===== src/rtl/fetch_sequencer_if.sv =====
// Bundle of every signal the fetch sequencer exchanges with the program
// counter, instruction memory, decode and execute.
//
// master modport : the fetch sequencer itself
// slave  modport : its environment (counter, memory, decode, execute)
//
// Counter side : PcValue in; PcLoadEnable, PcLoadValue, PcOffsetEnable, PcOffset out
// Memory side  : MemReq, MemAddr out; MemAck, MemData in
// Decode side  : InstrValid, Instr, InstrPc out; InstrReady in
// Execute side : Redirect, RedirectTarget in
interface fetch_sequencer_if #(
    parameter int ADDR_W   = 16,
    parameter int INSTR_W  = 16,
    parameter int OFFSET_W = 9
) ();
    logic [ADDR_W-1:0]   PcValue;
    logic                PcLoadEnable;
    logic [ADDR_W-1:0]   PcLoadValue;
    logic                PcOffsetEnable;
    logic [OFFSET_W-1:0] PcOffset;
    logic                MemReq;
    logic [ADDR_W-1:0]   MemAddr;
    logic                MemAck;
    logic [INSTR_W-1:0]  MemData;
    logic                InstrValid;
    logic [INSTR_W-1:0]  Instr;
    logic [ADDR_W-1:0]   InstrPc;
    logic                InstrReady;
    logic                Redirect;
    logic [ADDR_W-1:0]   RedirectTarget;

    modport master (
        input  PcValue, MemAck, MemData, InstrReady, Redirect, RedirectTarget,
        output PcLoadEnable, PcLoadValue, PcOffsetEnable, PcOffset,
               MemReq, MemAddr, InstrValid, Instr, InstrPc
    );

    modport slave (
        output PcValue, MemAck, MemData, InstrReady, Redirect, RedirectTarget,
        input  PcLoadEnable, PcLoadValue, PcOffsetEnable, PcOffset,
               MemReq, MemAddr, InstrValid, Instr, InstrPc
    );
endinterface


===== src/rtl/fetch_sequencer.sv =====
// Instruction-fetch stage around an external 16-bit program counter.
// Fetches one word per request over a req/ack memory handshake, presents it to
// decode over valid/ready, and steers the counter so the PC advances once per
// fetched instruction, follows BR relative branches and execute redirects.
//
// Ports:
//   Clock : rising-edge clock
//   Reset : synchronous, active-high reset
//   bus   : fetch_sequencer_if.master (counter, memory, decode, execute signals)
//
// PC control encoding driven to the counter:
//   HOLD   : PcOffsetEnable=1, PcOffset=0 (default)
//   STEP   : both enables 0 (counter increments)
//   BRANCH : PcOffsetEnable=1, PcOffset=Instr[8:0]
//   LOAD   : PcLoadEnable=1, wins over everything else
module fetch_sequencer #(
    parameter int ADDR_W   = 16,
    parameter int INSTR_W  = 16,
    parameter int OFFSET_W = 9
) (
    input  logic               Clock,
    input  logic               Reset,
    fetch_sequencer_if.master  bus
);
    typedef enum logic [1:0] {IDLE, FETCH, OUTPUT, DRAIN} state_t;

    localparam logic [3:0] OP_BR = 4'hC;

    state_t              state_reg, state_next;
    logic [INSTR_W-1:0]  instr_reg, instr_next;
    logic [ADDR_W-1:0]   instr_pc_reg, instr_pc_next;
    logic                instr_valid_reg, instr_valid_next;
    logic [ADDR_W-1:0]   drain_addr_reg, drain_addr_next;

    logic                load_en;
    logic                offset_en;
    logic [OFFSET_W-1:0] offset;

    always_ff @(posedge Clock) begin
        if (Reset) begin
            state_reg       <= IDLE;
            instr_reg       <= '0;
            instr_pc_reg    <= '0;
            instr_valid_reg <= 1'b0;
            drain_addr_reg  <= '0;
        end else begin
            state_reg       <= state_next;
            instr_reg       <= instr_next;
            instr_pc_reg    <= instr_pc_next;
            instr_valid_reg <= instr_valid_next;
            drain_addr_reg  <= drain_addr_next;
        end
    end

    always_comb begin
        state_next       = state_reg;
        instr_next       = instr_reg;
        instr_pc_next    = instr_pc_reg;
        instr_valid_next = instr_valid_reg;
        drain_addr_next  = drain_addr_reg;
        load_en          = 1'b0;
        offset_en        = 1'b1;
        offset           = '0;

        // While Reset is high the counter is told to hold; the registers are
        // being cleared anyway and a redirect must not leak into the PC.
        if (!Reset) begin
            load_en = bus.Redirect;
            case (state_reg)
                IDLE: begin
                    state_next = FETCH;
                end
                FETCH: begin
                    if (bus.Redirect) begin
                        // An ack in the same cycle retires the request, so the
                        // data is simply dropped. Otherwise the request is still
                        // outstanding: remember its address and wait it out.
                        if (!bus.MemAck) begin
                            drain_addr_next = bus.PcValue;
                            state_next      = DRAIN;
                        end
                    end else if (bus.MemAck) begin
                        instr_next       = bus.MemData;
                        instr_pc_next    = bus.PcValue;
                        instr_valid_next = 1'b1;
                        state_next       = OUTPUT;
                        // PC still equals the fetch address here, so adding the
                        // offset now lands on fetch address + offset.
                        if (bus.MemData[INSTR_W-1 -: 4] == OP_BR) begin
                            offset = bus.MemData[OFFSET_W-1:0];
                        end else begin
                            offset_en = 1'b0;
                        end
                    end
                end
                OUTPUT: begin
                    // A redirect flushes the held word even if decode takes it.
                    if (bus.Redirect || bus.InstrReady) begin
                        instr_valid_next = 1'b0;
                        state_next       = FETCH;
                    end
                end
                DRAIN: begin
                    if (bus.MemAck) begin
                        state_next = FETCH;
                    end
                end
                default: begin
                    state_next = IDLE;
                end
            endcase
        end
    end

    assign bus.PcLoadEnable   = load_en;
    assign bus.PcLoadValue    = bus.RedirectTarget;
    assign bus.PcOffsetEnable = offset_en;
    assign bus.PcOffset       = offset;
    assign bus.MemReq         = (state_reg == FETCH) || (state_reg == DRAIN);
    // In DRAIN the PC already points at the redirect target, so the abandoned
    // request's address comes from the saved copy to keep MemAddr stable.
    assign bus.MemAddr        = (state_reg == DRAIN) ? drain_addr_reg : bus.PcValue;
    assign bus.InstrValid     = instr_valid_reg;
    assign bus.Instr          = instr_reg;
    assign bus.InstrPc        = instr_pc_reg;
endmodule


===== src/flat_wrapper.sv =====
// flat-port wrapper written by rule: the top's interface ports become plain ports
module fetch_sequencer_flat 
#(
    parameter int ADDR_W   = 16,
    parameter int INSTR_W  = 16,
    parameter int OFFSET_W = 9
)
  (Clock, Reset, bus_PcValue, bus_MemAck, bus_MemData, bus_InstrReady, bus_Redirect, bus_RedirectTarget, bus_PcLoadEnable, bus_PcLoadValue, bus_PcOffsetEnable, bus_PcOffset, bus_MemReq, bus_MemAddr, bus_InstrValid, bus_Instr, bus_InstrPc);
  fetch_sequencer_if #(.ADDR_W(ADDR_W), .INSTR_W(INSTR_W), .OFFSET_W(OFFSET_W)) bus_i ();
  input  logic Clock;
  input  logic Reset;
  input wire logic [$bits(bus_i.PcValue)-1:0] bus_PcValue;
  input wire logic [$bits(bus_i.MemAck)-1:0] bus_MemAck;
  input wire logic [$bits(bus_i.MemData)-1:0] bus_MemData;
  input wire logic [$bits(bus_i.InstrReady)-1:0] bus_InstrReady;
  input wire logic [$bits(bus_i.Redirect)-1:0] bus_Redirect;
  input wire logic [$bits(bus_i.RedirectTarget)-1:0] bus_RedirectTarget;
  output wire logic [$bits(bus_i.PcLoadEnable)-1:0] bus_PcLoadEnable;
  output wire logic [$bits(bus_i.PcLoadValue)-1:0] bus_PcLoadValue;
  output wire logic [$bits(bus_i.PcOffsetEnable)-1:0] bus_PcOffsetEnable;
  output wire logic [$bits(bus_i.PcOffset)-1:0] bus_PcOffset;
  output wire logic [$bits(bus_i.MemReq)-1:0] bus_MemReq;
  output wire logic [$bits(bus_i.MemAddr)-1:0] bus_MemAddr;
  output wire logic [$bits(bus_i.InstrValid)-1:0] bus_InstrValid;
  output wire logic [$bits(bus_i.Instr)-1:0] bus_Instr;
  output wire logic [$bits(bus_i.InstrPc)-1:0] bus_InstrPc;
  assign bus_i.PcValue = bus_PcValue;
  assign bus_i.MemAck = bus_MemAck;
  assign bus_i.MemData = bus_MemData;
  assign bus_i.InstrReady = bus_InstrReady;
  assign bus_i.Redirect = bus_Redirect;
  assign bus_i.RedirectTarget = bus_RedirectTarget;
  assign bus_PcLoadEnable = bus_i.PcLoadEnable;
  assign bus_PcLoadValue = bus_i.PcLoadValue;
  assign bus_PcOffsetEnable = bus_i.PcOffsetEnable;
  assign bus_PcOffset = bus_i.PcOffset;
  assign bus_MemReq = bus_i.MemReq;
  assign bus_MemAddr = bus_i.MemAddr;
  assign bus_InstrValid = bus_i.InstrValid;
  assign bus_Instr = bus_i.Instr;
  assign bus_InstrPc = bus_i.InstrPc;
  fetch_sequencer #(.ADDR_W(ADDR_W), .INSTR_W(INSTR_W), .OFFSET_W(OFFSET_W)) u_core (.Clock(Clock), .Reset(Reset), .bus(bus_i));
endmodule

===== config.mk =====
export PLATFORM = sky130hd
export DESIGN_NAME = fetch_sequencer_flat
export DESIGN_NICKNAME = d
export VERILOG_FILES = /design/src/rtl/fetch_sequencer_if.sv /design/src/rtl/fetch_sequencer.sv /design/src/flat_wrapper.sv
export SDC_FILE = /design/constraint.sdc
export NUM_CORES = 1
export LEC_CHECK = 0
export CAP_MARGIN = 20
export CORE_MARGIN = 1
export CORE_UTILIZATION = 41
export DETAILED_ROUTE_END_ITERATION = 10
export PLACE_DENSITY = 0.92
export SETUP_SLACK_MARGIN = 0.3
export SKIP_CTS_REPAIR_TIMING = 1
export SLEW_MARGIN = 5
export SYNTH_ARGS = -nofsm -noshare
export SYNTH_HDL_FRONTEND = slang
export SYNTH_SLANG_ARGS = --single-unit

===== constraint.sdc =====
create_clock -name Clock -period 3.2 [get_ports Clock]
set_clock_uncertainty 0.15 [all_clocks]
set_input_delay 0.32 -clock Clock [delete_from_list [all_inputs] [get_ports Clock]]
set_output_delay 0.32 -clock Clock [all_outputs]
set_load 0.05 [all_outputs]

After elaboration in Yosys (flattened, before gate mapping)
Index checks and enable logic that the tools add are counted.
- register bits after elaboration: 51
- input port bits: 53
- output and inout port bits: 77
- eq/ne operators: 10
- multiplexer cells: 22
- bitwise operators: 2
- reduce and logical (&&, ||, !) cells: 8
- operators with widths (operator ; number):
    two-way mux 9 bit ; 5
    two-way mux 16 bit ; 1
    two-way mux 2 bit ; 5
    two-way mux 1 bit ; 9
    case mux 2 bit (4 select lines) ; 1
    AND reduction 4 bit ; 2
    inequality test 2 bit, second input constant ; 3
    inequality test 3 bit, second input constant ; 2
    AND reduction 3 bit ; 2
    equality test 2 bit, second input constant ; 2
    equality test 4 bit, second input constant ; 1
    equality test 2 x 1 -> 1 bit, second input constant ; 1
    zero test 2 bit ; 1
    logical OR 1 bit ; 2
    inequality test 2 x 1 -> 1 bit, second input constant ; 1
    NOT 1 bit ; 2
    case mux 1 bit (2 select lines) ; 1
    nonzero test 2 bit ; 1

Depth between registers and ports, before layout
Gate-level depths: netlist (run 1).
- depth in word-level cells: 6
- depth in mapped cells: 6
- depth with buffers taken out: 3

Least setup slack after synthesis (run 1)
No wires, ideal clock.
- path type: register -> output
- from: reg u_core.state_reg[0]
- to: out bus_PcOffset[3]
- arrival: 1.600 ns
- required time: 2.730 ns
- slack: 1.130 ns
- stages on the path, launching flop included: 7
- buffers on the path: 3
- cell sequence: dfxtp_1 -> buf_6 -> and4bb_1 -> buf_6 -> buf_6 -> nand2_2 -> nor2_1
- word-level cells in the longest chain between the ends: 3
- RTL lines (element ; line ; RTL):
    from (decl) ; fetch_sequencer.sv:29 ; state_t state_reg, state_next;
    from (signal assigned) ; fetch_sequencer.sv:47 ; state_reg <= state_next;
    equality test 2 x 1 -> 1 bit ; fetch_sequencer.sv:69 ; case (state_reg)
    two-way mux 9 bit ; fetch_sequencer.sv:69 ;
    two-way mux 9 bit ; fetch_sequencer.sv:67 ; if (!Reset) begin
    to (decl) ; flat_wrapper.sv:21 ; output wire logic [$bits(bus_i.PcOffset)-1:0] bus_PcOffset;
No other way between the ends.

Final worst setup path (run 1)
- from: reg u_core.state_reg[0]
- to: out bus_MemAddr[15]
- word-level cells in the longest chain between the ends: 2
- RTL lines (element ; line ; RTL):
    equality test 2 bit ; fetch_sequencer.sv:122 ; assign bus.MemAddr = (state_reg == DRAIN) ? drain_addr_reg : bus.PcValue;
    two-way mux 16 bit ; fetch_sequencer.sv:122 ;
    to (decl) ; flat_wrapper.sv:23 ; output wire logic [$bits(bus_i.MemAddr)-1:0] bus_MemAddr;
No other way between the ends.

==> results.md, run 1 <==
* #FFs+latches synth at 51
* R2R cell count at 4
* Min-Delay Path Class: reg -> reg
* Yosys cell types at 25
* Layout Nets at 401
* Total core area at 5270 um2
* Number of diodes at 0
* Worst Setup EP: bus_MemAddr[15]
* Non-Filler Instances at 419
* Layout Utilization at 62.9%
* GRT busiest layer: met2
* Status: complete, no violations
* Synth Instances at 278
* M3 GR Usage at 3.93%
* Syn avg cell area at 8.33 um2
* Wirelength per Cell at 13.4 um
* Final Hold Fails at 0
* Routed via count at 2,037
* Sequential share of the synthesized area at 44.1%
* Static leakage at 1.14 nW
* Sink Count at 51
* Vias per inst at 4.86
* Number of buffers created by CTS at 5
* Dpl hpwl at 4.07 mm
* I/O Pins at 130
* DRT iter0 DRCs at 80
* Normalized max-slew margin at 51.8%
* CP startpoint kind: flip-flop
* Routability Congestion at 0.782
* Grt total ovfl at 0
* Reg-to-Reg End: u_core.bus.InstrPc[12]
* Yosys warns at 0
* Fill cells at 471
* RSZ-0062 raised after global routing: no
* Residual DRC count at 0
* Pwr Density at 424 nW/um2
* Worst slew pin tran at 718 ps
* Worst-case clock buffer depth at 2
* Drt total wl at 5.64 mm
* Slew Limit Fails at 0
* Kind of end point of the critical path: primary output
* Setup_tns at 0 ps
* Worst-path maximum fanout at 16
* Worst setup path start: u_core.state_reg[0]
* R2r startpoint: u_core.state_reg[0]
* Final Cycle Share at 84.9%
* Total Routing Usage GR at 19.1%
* Largest net degree at the start of global routing at 33
* Max VDD drop at 0.000232 V
* Met2 Use GR at 33.7%
* Synthesized area at 2310 um2
* Layout cells sized above 1 at 16.3%
* Clock Latency Late Sink at 280 ps
* Final setup vio count at 0
* DIE HEIGHT at 77.1 um
* First-pass DRT Iterations at 4
* Category of the critical setup timing path: reg -> out
* IO Port Bufs at 97
* CP arrival at 2250 ps
* Syn Nets at 331
* Commonest non-fill, non-tap cell in the layout: nand2_1
* Area of the die at 5950 um2
* Cells after DPL at 411
* Initial antenna violation count at 0
* CTS H-Tree Depth at 2
* Met1 usage at 22.6%
* Final min period at 2720 ps
* Max Fclk at 368 MHz
* First-pass GRT wire length at 9.10 mm
* Reg2reg setup slack at 1310 ps
* Most frequent cells in the layout: nand2_1 (91), clkdlybuf4s50_1 (86), dfxtp_1 (51)
* Initial Util at 43.9%
* Max-capacitance violation count at 0
* Hold depth at 2
* Root buf cell: clkbuf_8
* Die X-Extent at 77.1 um
* Detail Route Antenna Nets at 0
* Num rows at 26
* Area grow syn2layout at 43.3%
* Vias in the first global route at 1,906
* Clock slew seen by the registers of the worst setup and hold paths at 90 ps
* Worst EP required at 2730 ps
* CTS tree: done
cell usage after synthesis (all sizes together):
master    n  area share, %
nand2    97             16
dfxtp    51             44
a21oi    49             12
buf      30             11
mux2     16            7.8
nor2     12            2.1
clkbuf    8            1.4
and4bb    2            1.1
inv       2           0.32
nand4bb   2           0.97
a211oi    1           0.32
a31oi     1           0.27
nand2b    1           0.27
nor3      1           0.43
nor4b     1           0.38
nor4bb    1           0.43
o211ai    1           0.32
o21ai     1           0.22
or3       1           0.27
critical path, cell delays in order (launching register included):
cell	delay, ps
dfxtp_1	500
nand2_2	320
mux2_2	330
clkdlybuf4s50_1	810
stage by stage:
| step | power, mW | setup WS [ps] | hold slack [ps] | area (um2) |
|---|---|---|---|---|
| 4_1_cts | 1.42 | 477 | 310 | 3320 |
| 6_report | 1.41 | 482 | 308 | 3320 |
| 5_1_grt | 1.47 | 381 | 326 | 3320 |
| 3_5_place_dp | 0.988 | 596 | 297 | 3200 |
| 2_1_floorplan | 0.929 | 1130 | 284 | 2310 |
| 3_3_place_gp | 0.984 | 635 | 289 | 3200 |
logic make-up (layout without fill, tap and decap cells):
logic type | Yosys count | in the layout | share of synthesized area, %
and+or+nand+nor | 118 | 118 | 22.3
DFF | 51 | 51 | 44.1
AOI/OAI and AO/OA | 53 | 53 | 13.4
buffers and inverters | 40 | 111 | 12.5
muxes | 16 | 16 | 7.78
how the worst min path moves through the flow:
| stage | start | to | slack (ps) |
|---|---|---|---|
| after floorplan | u_core.drain_addr_reg[0] | u_core.drain_addr_reg[0] | 280 |
| after global placement | u_core.drain_addr_reg[7] | u_core.drain_addr_reg[7] | 290 |
| after detailed placement | u_core.bus.Instr[12] | u_core.bus.Instr[12] | 300 |
| after CTS | u_core.bus.Instr[12] | u_core.bus.Instr[12] | 310 |
| after global routing | u_core.drain_addr_reg[13] | u_core.drain_addr_reg[13] | 330 |
| final | u_core.drain_addr_reg[0] | u_core.drain_addr_reg[0] | 310 |
layer usage:
metal  routed length (um)  part of all wire (%)
met1                 2360                    42
met2                 2890                    51
met3                  278                   4.9
met4                  106                   1.9
met5                    0                     0
where the power goes:
group / switching, mW / internal [mW] / total [mW]
registers: 0.0135 / 0.656 / 0.670
logic: 0.183 / 0.120 / 0.303
clock network: 0.200 / 0.233 / 0.433
total: 0.396 / 1.01 / 1.41
area by class of cell:
class	instances	area (um2)	area share, %
Clock buffer	5	68.8	2.07
Timing Repair Buffer	101	1080	32.7
Multi-Input combinational cell	187	1000	30.3
Clock inverter	3	43.8	1.32
Tap cell	70	87.6	2.64
Sequential cell	51	1020	30.8
Inverter	2	7.51	0.226
(Power assumes the default switching activity.)
==> inputs of run 2 (changes only) <==
Settings changed: CORE_UTILIZATION 41 to 35, PLACE_DENSITY 0.92 to 0.84.
Clock period 3.2 ns to 2.5 ns, I/O delays scaled along.
==> run 2 against run 1 <==
Effect of this change: first-iteration DRC count shrank 41%; sequential share of layout area up 0.18 points; flip-flop and latch count is the same; critical path depth rose by 3; clock power is 11% higher; clock-buffer cell count increased by 1.
==> results.md, run 2 (synthesis gave the netlist of run 1 again) <==
* Status: complete, no violations (unchanged)
* Number of diodes at 0 (unchanged)
* Commonest non-fill, non-tap cell in the layout: nand2_1 (unchanged)
* Clock Latency Late Sink at 300 ps (was 280 ps)
* Vias per inst at 4.88 (was 4.86)
* Worst slew pin tran at 539 ps (was 718 ps)
* Max VDD drop at 0.000333 V (was 0.000232 V)
* DRT iter0 DRCs at 47 (was 80)
* Initial Util at 36.5% (was 43.9%)
* Initial antenna violation count at 0 (unchanged)
* First-pass DRT Iterations at 4 (unchanged)
* Wirelength per Cell at 13.7 um (was 13.4 um)
* Vias in the first global route at 2,069 (was 1,906)
* Min-Delay Path Class: in -> reg (was reg -> reg)
* Most frequent cells in the layout: nand2_1 (91), clkdlybuf4s50_1 (68), dfxtp_1 (50) (was nand2_1 (91), clkdlybuf4s50_1 (86), dfxtp_1 (51))
* Layout cells sized above 1 at 22.5% (was 16.3%)
* Root buf cell: clkbuf_8 (unchanged)
* CTS H-Tree Depth at 2 (unchanged)
* Pwr Density at 523 nW/um2 (was 424 nW/um2)
* Normalized max-slew margin at 63.6% (was 51.8%)
* Final Hold Fails at 0 (unchanged)
* Layout Nets at 404 (was 401)
* Worst-case clock buffer depth at 2 (unchanged)
* Final setup vio count at 0 (unchanged)
* Slew Limit Fails at 0 (unchanged)
* Die X-Extent at 83.3 um (was 77.1 um)
* DIE HEIGHT at 83.3 um (was 77.1 um)
* CP startpoint kind: primary input (was flip-flop)
* IO Port Bufs at 97 (unchanged)
* Routed via count at 2,087 (was 2,037)
* Routability Congestion at 0.717 (was 0.782)
* Area grow syn2layout at 42.6% (was 43.3%)
* Drt total wl at 5.88 mm (was 5.64 mm)
* Setup_tns at 0 ps (unchanged)
* Final Cycle Share at 84.9%
* Num rows at 29 (was 26)
* Static leakage at 1.18 nW (was 1.14 nW)
* Detail Route Antenna Nets at 0 (unchanged)
* Worst-path maximum fanout at 10 (was 16)
* CP arrival at 1720 ps (was 2250 ps)
* Max-capacitance violation count at 0 (unchanged)
* RSZ-0062 raised after global routing: no (unchanged)
* Worst EP required at 2100 ps (was 2730 ps)
* Sink Count at 51 (unchanged)
* Sequential Area at 1020 um2 (about the same)
* Design Power at 1.73 mW (was 1.41 mW)
* Max Fclk at 471 MHz
* Area of the die at 6940 um2 (was 5950 um2)
* Multi-input combinational cell area at 1020 um2 (was 1000 um2)
* Fill cells at 607 (was 471)
* Final min period at 2120 ps
* CTS tree: done (unchanged)
* Category of the critical setup timing path: in -> out (was reg -> out)
* Kind of end point of the critical path: primary output (unchanged)
* First-pass GRT wire length at 9.49 mm (was 9.10 mm)
* Total Routing Usage GR at 16.9% (was 19.1%)
* Grt total ovfl at 0 (unchanged)
* Number of buffers created by CTS at 5 (unchanged)
* Largest net degree at the start of global routing at 36 (was 33)
* I/O Pins at 130 (unchanged)
* Total core area at 6350 um2 (was 5270 um2)
* Dpl hpwl at 4.16 mm (was 4.07 mm)
* Clock slew seen by the registers of the worst setup and hold paths at 90 ps (about the same)
* Residual DRC count at 0 (unchanged)
-- run 2: cell types whose count changed in the layout (fill, tap and decap cells not counted) --
cell,before,now
dfxtp_1,51,50
clkdlybuf4s50_1,86,68
dfxtp_2,0,1
bufinv_16,1,0
nor4bb_1,1,0
clkinv_4,1,0
buf_4,5,25
nand2b_2,0,1
nand2b_1,1,0
dlymetal6s2s_1,0,1
clkbuf_8,5,6
nor4bb_4,0,1
-- run 2: final cells by class --
type,count,area share [%]
Clock buffer,6,2.50
Clock inverter,1,0.152
Inverter,2,0.227
Multi-Input combinational cell,187,31.0
Sequential cell,51,31.0
Tap cell,77,2.92
Timing Repair Buffer,104,32.3
-- run 2: routing by layer --
| metal | GRT usage, % | vias up | share of wire, % |
|---|---|---|---|
| li1 | - | 1030 | - |
| met1 | 18.1 | 984 | 41 |
| met2 | 32.0 | 55 | 53 |
| met3 | 3.38 | 18 | 4.9 |
| met4 | 6.90 | 0 | 1.5 |
| met5 | 0 | - | 0 |
-- run 2: final timing paths --
path | startpoint | slack [ps] | cells past startpoint | to
max | bus_MemAck | 380 | 6 | bus_PcOffset[4]
min | Reset | 210 | 2 | u_core.bus.Instr[7]
max reg2reg | u_core.state_reg[1] | 980 | 4 | u_core.drain_addr_reg[4]
min reg2reg | u_core.drain_addr_reg[1] | 310 | 2 | u_core.drain_addr_reg[1]
-- run 2: where the power goes --
group / leakage, nW / switching, mW / total (mW) / internal (mW)
clock network: 0.0470 / 0.264 / 0.481 / 0.218
registers: 0.414 / 0.0172 / 0.857 / 0.840
logic: 0.718 / 0.236 / 0.388 / 0.151
total: 1.18 / 0.517 / 1.73 / 1.21
-- run 2: worst max-delay path, stage by stage --
cell	delay, ps
clkdlybuf4s50_1	560
and4bb_1	230
buf_4	200
nand2_2	90
nor2_1	210
buf_12	170
-- run 2: through the flow --
stage | hold WS [ps] | instances | cell area (um2) | utilization (%) | setup slack [ps]
after floorplan | 236 | 278 | 2310 | - | 500
after global placement | 289 | 421 | 3190 | 50.3 | 157
after detailed placement | 294 | 421 | 3190 | 50.3 | 160
after CTS | 202 | 428 | 3280 | 51.7 | 149
after global routing | 221 | 428 | 3300 | 52.0 | 301
final | 205 | 428 | 3300 | 52.0 | 377
